==> src/rtl/reg_bus_bridge_pkg.sv <==
// Shared types and constants for the register-bank command bridge.
package reg_bus_bridge_pkg;

    localparam int unsigned CMD_WR_BIT    = 7;
    localparam logic [7:0]  CMD_RSVD_MASK = 8'h70;
    localparam int unsigned ADDR_W        = 4;
    localparam int unsigned DATA_W        = 16;

    typedef enum logic [2:0] {
        StIdle,
        StWrHi,
        StWrLo,
        StWrIssue,
        StRdIssue,
        StRdWait,
        StTxHi,
        StTxLo
    } state_t;

endpackage

==> src/rtl/reg_bus_bridge_gap_timer.sv <==
// Inter-byte gap timer for write frames. Loaded on every accepted byte, decremented on
// every idle cycle; o_last flags that the next idle cycle is the TIMEOUT-th one.
module rb_gap_timer #(
    parameter int unsigned TIMEOUT = 255
) (
    input  logic i_clk,
    input  logic i_rst_n,
    input  logic i_load,
    input  logic i_tick,
    output logic o_last
);

    localparam int unsigned CW = (TIMEOUT > 1) ? $clog2(TIMEOUT + 1) : 1;

    logic [CW-1:0] r_cnt;

    // Down-counter: reload on a byte, count idle cycles down towards 1.
    always_ff @(posedge i_clk or negedge i_rst_n) begin
        if (!i_rst_n) begin
            r_cnt <= '0;
        end else if (i_load) begin
            r_cnt <= CW'(TIMEOUT);
        end else if (i_tick && (r_cnt != '0)) begin
            r_cnt <= r_cnt - 1'b1;
        end
    end

    // TIMEOUT of zero disables expiry entirely.
    assign o_last = (TIMEOUT != 0) && (r_cnt == CW'(1));

endmodule

==> src/rtl/reg_bus_bridge.sv <==
// Byte-stream command front-end for the 16x16 register bank: decodes write/read
// commands, strobes the bank, and returns read data as two bytes MSB first.
module reg_bus_bridge
    import reg_bus_bridge_pkg::*;
#(
    parameter int unsigned RD_LAT  = 1,
    parameter int unsigned TIMEOUT = 255
) (
    input  logic              i_clk,
    input  logic              i_rst_n,
    input  logic [7:0]        i_rx_data,
    input  logic              i_rx_valid,
    output logic              o_rx_ready,
    output logic [7:0]        o_tx_data,
    output logic              o_tx_valid,
    input  logic              i_tx_ready,
    output logic              o_write_en,
    output logic              o_read_en,
    output logic [ADDR_W-1:0] o_addr,
    output logic [DATA_W-1:0] o_reg_wdata,
    input  logic [DATA_W-1:0] i_reg_rdata,
    output logic              o_busy,
    output logic              o_err
);

    state_t              r_state, w_state_d;
    logic [ADDR_W-1:0]   r_addr, w_addr_d;
    logic [DATA_W-1:0]   r_wdata, w_wdata_d;
    logic [DATA_W-1:0]   r_hold, w_hold_d;
    logic [2:0]          r_lat, w_lat_d;
    logic                r_err, w_err_d;
    // Holds rx_ready low while in reset and until the first edge after release.
    logic                r_rdy_en;
    logic                w_accept;
    logic                w_load;
    logic                w_tick;
    logic                w_last;

    rb_gap_timer #(
        .TIMEOUT (TIMEOUT)
    ) u_gap_timer (
        .i_clk   (i_clk),
        .i_rst_n (i_rst_n),
        .i_load  (w_load),
        .i_tick  (w_tick),
        .o_last  (w_last)
    );

    assign w_accept = i_rx_valid && o_rx_ready;

    // State and datapath registers.
    always_ff @(posedge i_clk or negedge i_rst_n) begin
        if (!i_rst_n) begin
            r_state  <= StIdle;
            r_addr   <= '0;
            r_wdata  <= '0;
            r_hold   <= '0;
            r_lat    <= '0;
            r_err    <= 1'b0;
            r_rdy_en <= 1'b0;
        end else begin
            r_state  <= w_state_d;
            r_addr   <= w_addr_d;
            r_wdata  <= w_wdata_d;
            r_hold   <= w_hold_d;
            r_lat    <= w_lat_d;
            r_err    <= w_err_d;
            r_rdy_en <= 1'b1;
        end
    end

    // Next-state and datapath update logic.
    always_comb begin
        w_state_d = r_state;
        w_addr_d  = r_addr;
        w_wdata_d = r_wdata;
        w_hold_d  = r_hold;
        w_lat_d   = r_lat;
        w_err_d   = 1'b0;
        w_load    = 1'b0;
        w_tick    = 1'b0;
        unique case (r_state)
            StIdle: begin
                if (w_accept) begin
                    if ((i_rx_data & CMD_RSVD_MASK) != 8'h00) begin
                        w_err_d = 1'b1;
                    end else begin
                        w_addr_d = i_rx_data[ADDR_W-1:0];
                        if (i_rx_data[CMD_WR_BIT]) begin
                            w_load    = 1'b1;
                            w_state_d = StWrHi;
                        end else begin
                            w_state_d = StRdIssue;
                        end
                    end
                end
            end
            StWrHi: begin
                if (w_accept) begin
                    w_wdata_d[15:8] = i_rx_data;
                    w_load          = 1'b1;
                    w_state_d       = StWrLo;
                end else begin
                    w_tick = 1'b1;
                    if (w_last) begin
                        w_err_d   = 1'b1;
                        w_state_d = StIdle;
                    end
                end
            end
            StWrLo: begin
                if (w_accept) begin
                    w_wdata_d[7:0] = i_rx_data;
                    w_state_d      = StWrIssue;
                end else begin
                    w_tick = 1'b1;
                    if (w_last) begin
                        w_err_d   = 1'b1;
                        w_state_d = StIdle;
                    end
                end
            end
            StWrIssue: begin
                w_state_d = StIdle;
            end
            StRdIssue: begin
                if (RD_LAT == 0) begin
                    w_hold_d  = i_reg_rdata;
                    w_state_d = StTxHi;
                end else begin
                    // Counter reaches zero in the cycle reg_rdata is due.
                    w_lat_d   = 3'(RD_LAT - 1);
                    w_state_d = StRdWait;
                end
            end
            StRdWait: begin
                if (r_lat == 3'd0) begin
                    w_hold_d  = i_reg_rdata;
                    w_state_d = StTxHi;
                end else begin
                    w_lat_d = r_lat - 3'd1;
                end
            end
            StTxHi: begin
                if (i_tx_ready) begin
                    w_state_d = StTxLo;
                end
            end
            StTxLo: begin
                if (i_tx_ready) begin
                    w_state_d = StIdle;
                end
            end
            default: begin
                w_state_d = StIdle;
            end
        endcase
    end

    // Outputs decoded from the registered state.
    always_comb begin
        o_rx_ready  = r_rdy_en &&
                      ((r_state == StIdle) || (r_state == StWrHi) || (r_state == StWrLo));
        o_busy      = (r_state != StIdle);
        o_write_en  = (r_state == StWrIssue);
        o_read_en   = (r_state == StRdIssue);
        o_tx_valid  = (r_state == StTxHi) || (r_state == StTxLo);
        o_tx_data   = 8'h00;
        if (r_state == StTxHi) begin
            o_tx_data = r_hold[15:8];
        end else if (r_state == StTxLo) begin
            o_tx_data = r_hold[7:0];
        end
        o_addr      = r_addr;
        o_reg_wdata = r_wdata;
        o_err       = r_err;
    end

endmodule
==> config.mk <==
export PLATFORM = sky130hd
export DESIGN_NAME = reg_bus_bridge
export DESIGN_NICKNAME = d
export VERILOG_FILES = /design/src/rtl/reg_bus_bridge_pkg.sv /design/src/rtl/reg_bus_bridge_gap_timer.sv /design/src/rtl/reg_bus_bridge.sv
export SDC_FILE = /design/constraint.sdc
export NUM_CORES = 1
export LEC_CHECK = 0
export ABC_AREA = 1
export BUFFER_PORTS_ARGS = -buffer_cell sky130_fd_sc_hd__buf_4
export CAP_MARGIN = 10
export CORE_ASPECT_RATIO = 1.1
export CORE_UTILIZATION = 53
export CTS_CLUSTER_SIZE = 20
export DETAILED_ROUTE_END_ITERATION = 10
export PLACE_DENSITY = 0.89
export SYNTH_ARGS = -nofsm -noshare
export SYNTH_HDL_FRONTEND = slang
export SYNTH_SLANG_ARGS = --single-unit
==> constraint.sdc <==
create_clock -name i_clk -period 1.87 [get_ports i_clk]
set_clock_uncertainty 0.05 [all_clocks]
set_input_delay 0.187 -clock i_clk [delete_from_list [all_inputs] [get_ports i_clk]]
set_output_delay 0.187 -clock i_clk [all_outputs]
set_load 0.05 [all_outputs]
-- Yosys cells after proc, flatten, opt, wreduce, memory -nomap -nowiden
Index checks and enable logic that the tools add are counted.
- register bits: 52
- input bits: 28
- output and inout port bits: 34
- word-level logic and storage cells: 74
- add/sub/neg operators: 2
- eq/ne operators: 14
- multiplexer cells: 28
- bitwise gates (word level): 1
- reduce and logical (&&, ||, !) cells: 20
- operators with widths (operator ; count):
    two-way mux 8 bit ; 4
    two-way mux 3 bit ; 10
    case mux 3 bit (8 select lines) ; 1
    nonzero test 8 bit ; 2
    equality test 3 bit (second input constant) ; 4
    != test 2 bit (second input constant) ; 6
    two-way mux 1 bit ; 10
    equality test 8 x 1 -> 1 bit (second input constant) ; 1
    AND reduction 2 bit ; 4
    subtractor 8 x 1 -> 8 bit (second input constant) ; 1
    equality test 3 x 2 -> 1 bit (second input constant) ; 2
    logical NOT 3 bit ; 2
    case mux 3 bit (2 select lines) ; 1
    AND reduction 5 bit ; 1
    case mux 1 bit (2 select lines) ; 2
    nonzero test 2 bit ; 2
    equality test 3 x 1 -> 1 bit (second input constant) ; 1
    logical AND 1 bit ; 3
    logical OR 1 bit ; 3
    AND reduction 3 bit ; 1
    nonzero test 3 bit ; 1
    subtractor 3 x 1 -> 3 bit (second input constant) ; 1
    OR reduction 2 bit ; 1
    inverter 1 bit ; 1

-- Depth between registers and ports, before layout
Gate-level depths: netlist (run 1).
- depth in word-level cells: 10
- depth in mapped cells: 10
- mapped depth without buffers: 9

-- Cells and area by module
A second synthesis (run 1) with hierarchy kept.
- cells, all modules: 312
- area total of the unflattened synthesis: 2648.8 um^2
- by module, submodules not included (module ; instances ; cells each ; area an instance (um^2) ; seq. area each (um^2)):
    reg_bus_bridge ; 1 ; 230 ; 2083.2 ; 1101.1
    rb_gap_timer ; 1 ; 82 ; 565.5 ; 200.2

-- Worst setup path after synthesis (run 1)
Ideal clock, no wire load.
- kind: reg2out
- from: reg r_state[0]
- to: out o_tx_data[0]
- arrival: 1581 ps
- data required time: 1633 ps
- setup slack: 52 ps
- stages on the path, launching flop included: 5
- buffers on the path: 1
- path through: dfrtp_1 buf_4 inv_2 nand3_2 o22ai_1
- longest elaborated chain between the ends: 3
- elaborated cells between the ends (all ways): 4
- classes of those cells: eq/ne (2); mux (2)
- ends and longest elaborated chain (element ; line ; source):
    start: declaration ; reg_bus_bridge.sv:26 ; state_t r_state, w_state_d;
    start signal: assignment ; reg_bus_bridge.sv:54 ; r_state <= StIdle;
    start signal: assignment ; reg_bus_bridge.sv:62 ; r_state <= w_state_d;
    equality test 3 bit ; reg_bus_bridge.sv:171 ; end else if (r_state == StTxLo) begin
    two-way mux 8 bit ; reg_bus_bridge.sv:171 ;
    two-way mux 8 bit (*) ; reg_bus_bridge.sv:169 ; if (r_state == StTxHi) begin
    end: declaration ; reg_bus_bridge.sv:14 ; output logic [7:0] o_tx_data,
Every way passes the cells marked *; elsewhere a longest branch is shown, timed or not.

-- Worst setup path in the final report (run 1)
- from: reg r_state[0]
- to: out o_tx_data[2]
Same word-level chain as after synthesis.

==> key figures, run 1 <==
Job
  • Max-Cap Viols: 0

Timing
  • Fmax: 562 MHz
  • RSZ-0062 raised after global routing: no
  • Worst rel slew slack: 0.584
  • Final hold vios: 0
  • # setup viols final: 0
  • Hold_ws: around 0.026 ns
  • Post-route minimum period: 1.78 ns
  • Setup TNS: 0 ns
  • Slew Viols, Final: 0
  • Worst slew pin tran: ~0.62 ns
  • Period utilisation layout: 0.951

Synth
  • Top-count cell post-synth: nand2_1
  • Post-Syn Instances: slightly above 300
  • Unique masters post-synth: 31
  • Top FF cell, synth: dfrtp_1
  • Mean Syn Cell Area: ~8.7 sq um
  • Mapped cell area: 0.00265 sq mm
  • Post-synthesis register bit count: 52
  • Share of the synthesized area in the top cell type: 0.491
  • Yosys top cell by area: dfrtp_1
  • Most common library cells after synthesis: 73 x nand2_1, 52 x dfrtp_1, 43 x inv_1
  • Ranking of synthesized cells by area: dfrtp_1 49%, nand2_1 10%, inv_1 6.1%
  • Number of enable flip-flop cells after synthesis: 0
  • Post-synthesis sequential area ratio: 0.491
  • Syn Nets: 335
  • Synthesis Warnings: 0
  • FFs w/ async S/R, synth: 1.00

Final layout
  • Post-layout nets: about 400
  • Fin util: 0.693
  • Non-filler cells in the finished layout: roughly 420
  • Fill cells: ~350
  • Syn-to-layout area delta: 23.5%
  • N_diodes: 0
  • Ratio of cells with drive above 1 in the final layout: 0.304

Hold path
  • Hold crit path type: primary input to flop

Global route
  • Grt total ovfl: 0
  • Initial antenna violation count: 0
  • Vias in the first global route: about 2200
  • First-pass GRT wire length: around 9.8 mm
  • Largest net degree at the start of global routing: 53
  • Overall routing resource usage: 0.229

Critical path
  • Critical path arrival: 1.54 ns
  • Slowest cell on crit path: dfrtp_2
  • Crit Path Max Fanout: 10
  • Slowest stage delay, CP: roughly 0.51 ns
  • Setup crit start kind: flop
  • Setup crit end kind: output pin
  • WS Path Type: flop to output pin
  • Crit-path cells: inv_2 -> nand3_4 -> o22ai_1 -> buf_4
  • Worst EP required: 1.63 ns

Floorplanning
  • # rows: 26
  • Die height: around 76 um
  • Core Region: 0.00472 sq mm
  • Ports: just over 60
  • DIE AREA: ~0.0053 sq mm
  • Chip Width: between 60 and 70 um
  • Starting Density: 0.561

Power and ir drop
  • Sequential cell fraction of total power: 0.325
  • Int Power: slightly above 3 mW
  • Leakage: around 1.7 nW
  • Comb power frac: 0.546
  • Clock power frac: 0.129
  • Net Sw Power: between 3 and 4 mW
  • Tot Pwr: around 6.1 mW
  • Worst vdd ir: 1.29 mV
  • PwrDens: 1860 mW/mm^2
  • Net Sw Frac: 0.496

Clock network
  • CTS buffer count: 5
  • Root Driver: clkbuf_8
  • Clock Path Buffers: 2
  • Clk sinks: 52
  • Htree depth: 2
  • Worst skew pair latency: slightly above 0.3 ns
  • Clock transition at the registers of the reported paths: approximately 0.10 ns
  • CTS tree: done

Detailed routing
  • Wire length on met3: 314 um
  • DR vias: roughly 2200
  • Drt initial violations: 144
  • DRC Markers: 0
  • Top Layer Used: met4
  • Routed Antenna Nets: 0
  • Vias per cell: 5.24
  • Final WL: around 5.8 mm
  • TritonRoute pass-1 iters: 4
  • WL/cell: around 14 um
  • Met2 Wirelength: around 3.0 mm
  • Met1 wire length: between 2 and 2.5 mm

Place
  • Cells after DPL: slightly above 400
  • Dpl hpwl: around 4.0 mm
  • RePlAce Congestion: 0.886
  • Input/output buffers: 61

Outcome
  • Status: complete, no violations
metrics by stage:
step	setup WS, ns	cell area, sq um
finish	0.0908	3270
global route	0.00947	3270
CTS	0.0228	3250
detailed placement	0.174	3110
global placement	0.250	3110
floorplan	0.0522	2650
repair_timing:
item	CTS	global route
buffers inserted	0	2
setup endpoints to repair	8	8
hold buffers	1	0
hold endpoints to repair	52	0
gates resized for setup	4	1
sequential cells by signal (all words and copies together), names as in the netlist:
register           cells
o_err                  1
r_rdy_en               1
o_reg_wdata           16
u_gap_timer.r_cnt      8
r_hold                16
r_lat                  3
o_addr                 4
r_state                3
worst max-delay path: cells and delay by family, from the launching register on:
family | cells | cell delay [ns]
compound gates | 1 | 0.17
flops | 1 | 0.51
buf+inv | 2 | 0.39
simple gates | 1 | 0.16
power groups by stage:
stage	sequential, mW	combinational, mW	clock [mW]
after global placement	1.96	3.12	0
final	1.98	3.32	0.785
after detailed placement	1.98	3.20	0
after CTS	1.99	3.24	0.792
after global routing	2.04	3.62	0.833
after floorplan	2.47	1.96	0
layout by cell type (no fill, tap or decap):
cell | Yosys | final
inv_12 | 1 | 1
inv_6 | 1 | 2
bufinv_16 | 0 | 1
a21oi_2 | 1 | 1
o21ai_2 | 16 | 16
conb_1 | 1 | 1
nor2_4 | 1 | 1
a21oi_1 | 4 | 4
nand2_4 | 5 | 5
nand3_1 | 15 | 15
dfrtp_1 | 52 | 49
o211ai_1 | 2 | 2
or2_2 | 1 | 1
xor2_1 | 3 | 3
inv_2 | 2 | 2
nor3_1 | 2 | 2
o21ai_0 | 25 | 25
buf_4 | 3 | 64
nor2_1 | 22 | 22
clkinvlp_4 | 0 | 1
nand2_2 | 2 | 2
nor2_2 | 2 | 2
dlygate4sd3_1 | 0 | 1
o22ai_1 | 10 | 10
nand4_4 | 1 | 1
nand2_1 | 73 | 73
nand3_4 | 1 | 3
inv_1 | 43 | 43
nor3_4 | 1 | 1
clkbuf_8 | 0 | 5
ha_1 | 4 | 4
dfrtp_2 | 0 | 3
nand4_1 | 2 | 2
kinds of logic (layout without fill, tap and decap cells):
kind of cell               count (synthesis)  after routing  synth area share
other                                      1              1           0.00142
and+or+nand+nor                          130            130             0.237
AOI/OAI and AO/OA                         58             58             0.140
DFF                                       52             52             0.491
buffers and inverters                     55            120             0.101
xor gates and xnor gates                   3              3           0.00993
adders and majority gates                  4              4            0.0189
worst paths after layout:
check	startpoint	to	slack, ns	cells after the start
worst max-delay path	r_state[0]	o_tx_data[2]	0.09	4
worst min-delay path	i_reg_rdata[3]	r_hold[3]	0.03	3
worst max register to register	r_state[1]	u_gap_timer.r_cnt[7]	0.17	8
worst min register to register	o_reg_wdata[4]	o_reg_wdata[4]	0.44	2
max in group asynchronous	i_rst_n	r_state[2]	0.91	2
min in group asynchronous	i_rst_n	r_hold[12]	0.41	2
layout make-up:
type                       count  area (sq um)  area share
tap                           56          70.1      0.0214
clock inverter                 3          46.3      0.0142
timing repair buffer          65           490       0.150
clock buffer                   5          68.8      0.0210
inverter                      47           194      0.0593
multi-input combinational    196          1090       0.335
sequential                    52          1310       0.399
routing by layer:
layer | vias to the layer above | global-route usage
li1 | 1092 | -
met1 | 1056 | 0.277
met2 | 58 | 0.390
met3 | 15 | 0.0450
met4 | 0 | 0.108
met5 | - | 0
No activity file was read; power rests on OpenSTA's default activity.
==> inputs of run 2 (changes only) <==
- SLEW_MARGIN: not set -> 0
- SYNTH_HIERARCHICAL: not set -> 1
==> run 2 against run 1 <==
Effect of this change:
- sequential share of layout area is 0.66 points lower
- wire length is 1.3% higher
- utilization is 1.2 points higher
- die area hardly changed
- first-iteration DRC count is 2.8% higher
- clock-buffer cell count stayed put
- largest power group unchanged
- global-route usage is 0.89 points higher
- critical path depth is 1 higher
- area after synthesis hardly changed
- flip-flop and latch count stayed put
==> key figures, run 2 <==
Final layout
  • Fill cells: between 300 and 400
  • Post-layout nets: 409
  • N_diodes: 0
  • Ratio of cells with drive above 1 in the final layout: 0.326
  • Commonest cells after routing, fill and taps aside: 75 x nand2_1, 65 x buf_4, 49 x dfrtp_1
  • Commonest non-fill, non-tap cell in the layout: nand2_1
  • Syn-to-layout area delta: 25.5%

Synth
  • Main combinational cell family by area after synthesis: simple AND/OR/NAND/NOR gates
  • Synth Area in Simple Gates: 0.254
  • Mapped cell area: between 0.002 and 0.003 sq mm
  • Post-synthesis register bit count: 52
  • Unique masters post-synth: 30
  • Post-synthesis compound-gate area fraction: 0.124
  • Mean Syn Cell Area: 8.49 sq um
  • Mux cell area share after synthesis: 0
  • Post-synthesis sequential area ratio: 0.491
  • Post-Synth Adder-Cell Area: 0.0236
  • Most common library cells after synthesis: 76 x nand2_1, 52 x dfrtp_1, 39 x inv_1
  • Post-Syn Instances: approximately 310
  • Syn Nets: 345
  • Ranking of synthesized cells by area: dfrtp_1 49%, nand2_1 11%, inv_1 5.5%
  • Synthesis Warnings: 6
  • Top FF cell, synth: dfrtp_1
  • Number of enable flip-flop cells after synthesis: 0
  • Top-count cell post-synth: nand2_1
  • Share of the synthesized area in the top cell type: 0.491
  • FFs w/ async S/R, synth: 1.00
  • Xor/xnor share of the synthesized area: 0.00331
  • Yosys top cell by area: dfrtp_1

Floorplanning
  • Starting Density: 0.562
  • Die height: roughly 76 um
  • Chip Width: a little under 70 um
  • # rows: 26
  • DIE AREA: ~0.0053 sq mm
  • Ports: 62
  • Core Region: ~0.0047 sq mm

Hold path
  • Hold crit path type: primary input to flop

Detailed routing
  • Vias per cell: about 5.2
  • DRC Markers: 0
  • WL/cell: approximately 13 um
  • Final WL: 5.84 mm
  • Drt initial violations: 148
  • Routed Antenna Nets: 0
  • TritonRoute pass-1 iters: 4
  • DR vias: approximately 2300

Power and ir drop
  • Tot Pwr: 5.94 mW
  • Worst vdd ir: between 1 and 1.5 mV
  • PwrDens: around 1800 mW/mm^2
  • Leakage: 1.73 nW

Clock network
  • Root Driver: clkbuf_8
  • Clock transition at the registers of the reported paths: ~0.090 ns
  • Clock Path Buffers: 2
  • Clk sinks: between 50 and 60
  • CTS buffer count: 5
  • Post-CTS setup buffer count: 0
  • Htree depth: 2
  • CTS tree: done
  • Worst skew pair latency: approximately 0.30 ns

Timing
  • Hold_ws: roughly 0.036 ns
  • Worst slew pin tran: 0.653 ns
  • Fmax: 561 MHz
  • Period utilisation layout: 0.954
  • RSZ-0062 raised after global routing: no
  • Final hold vios: 0
  • Worst rel slew slack: 0.565
  • Post-route minimum period: approximately 1.8 ns
  • Slew Viols, Final: 0
  • # setup viols final: 0

Global route
  • Largest net degree at the start of global routing: between 50 and 60
  • Grt total ovfl: 0
  • First-pass GRT wire length: 10.1 mm
  • Vias in the first global route: 2161
  • Overall routing resource usage: 0.238
  • Initial antenna violation count: 0

Place
  • RePlAce Congestion: between 0.8 and 0.9
  • Input/output buffers: 61
  • Dpl hpwl: ~4.2 mm

Outcome
  • Status: complete, no violations

Critical path
  • Critical path arrival: around 1.6 ns
  • Crit-path cells: inv_4 -> nand3_1 -> buf_4 -> o22ai_1 -> buf_4
  • Setup crit end kind: output pin
  • Slowest stage delay, CP: about 0.52 ns
  • Worst EP required: roughly 1.6 ns
  • Crit path top cell by count: buf_4
  • WS Path Type: flop to output pin
  • Crit Path Max Fanout: 10
  • Slowest cell on crit path: dfrtp_2
  • Setup crit start kind: flop

Job
  • Max-Cap Viols: 0
run 2: metal layers:
| layer | wire, um | global-route usage | up-vias | part of all wire |
|---|---|---|---|---|
| met2 | 2880 | 0.383 | 64 | 0.49 |
| met3 | 306 | 0.0463 | 12 | 0.052 |
| li1 | - | - | 1121 | - |
| met4 | 130 | 0.0878 | 0 | 0.022 |
| met5 | 0 | 0 | - | 0 |
| met1 | 2520 | 0.319 | 1054 | 0.43 |
run 2: through the flow:
step	instance area [sq um]	utilization	TNS, ns	worst slack (ns)	cells
after floorplan	2720	-	-0.0508	-0.0127	312
after global placement	3190	0.677	0	0.152	424
after detailed placement	3190	0.677	0	0.0752	424
after CTS	3320	0.704	0	0.00249	433
after global routing	3320	0.705	0	0.00633	433
final	3320	0.705	0	0.0860	433
run 2: final cells by class:
class,count,area [sq um],share of cell area
clock buffers,5,68.8,0.0207
clock inverters,3,42.5,0.0128
inverters,46,188,0.0565
multi-input cells,204,1130,0.341
flip-flops and latches,52,1310,0.393
well taps,56,70.1,0.0211
repair buffers,67,518,0.156
run 2: logic make-up (layout without fill, tap and decap cells):
kind of cell    Yosys count  after routing
simple gates            140            140
other cells               1              1
flops                    52             52
fa+ha+maj                 5              5
compound gates           57             57
buf+inv                  56            121
xor+xnor                  1              1
run 2: path summary, 6_finish.rpt:
check	from	end	slack (ns)	depth (start not counted)
worst max-delay path	r_state[0]	o_tx_data[5]	0.09	5
worst min-delay path	i_reg_rdata[15]	r_hold[15]	0.04	3
worst max register to register	r_state[0]	u_gap_timer/r_cnt[2]	0.14	9
max in group asynchronous	i_rst_n	r_state[1]	0.88	2
min in group asynchronous	i_rst_n	r_hold[12]	0.39	2
worst min register to register	r_lat[0]	r_lat[0]	0.44	1
run 2: timing repair:
| action | 4_1_cts | 5_1_grt |
|---|---|---|
| gates resized for setup | 2 | 3 |
| setup endpoints to repair | 8 | 19 |
| endpoints found under the hold margin | 52 | 0 |
| hold buffers | 1 | 0 |
run 2: critical path, delay by kind of cell, from the launching register on:
| family | cells | cell delay, ns |
|---|---|---|
| buffers and inverters | 3 | 0.50 |
| AO/OA/AOI/OAI | 1 | 0.15 |
| AND/OR/NAND/NOR | 1 | 0.07 |
| flip-flops | 1 | 0.52 |
run 2: where the power goes:
group / internal [mW] / leakage [nW] / switching, mW
registers: 1.61 / 0.658 / 0.364
clock network: 0.396 / 0.0541 / 0.368
logic: 1.02 / 1.02 / 2.18
total: 3.03 / 1.73 / 2.92
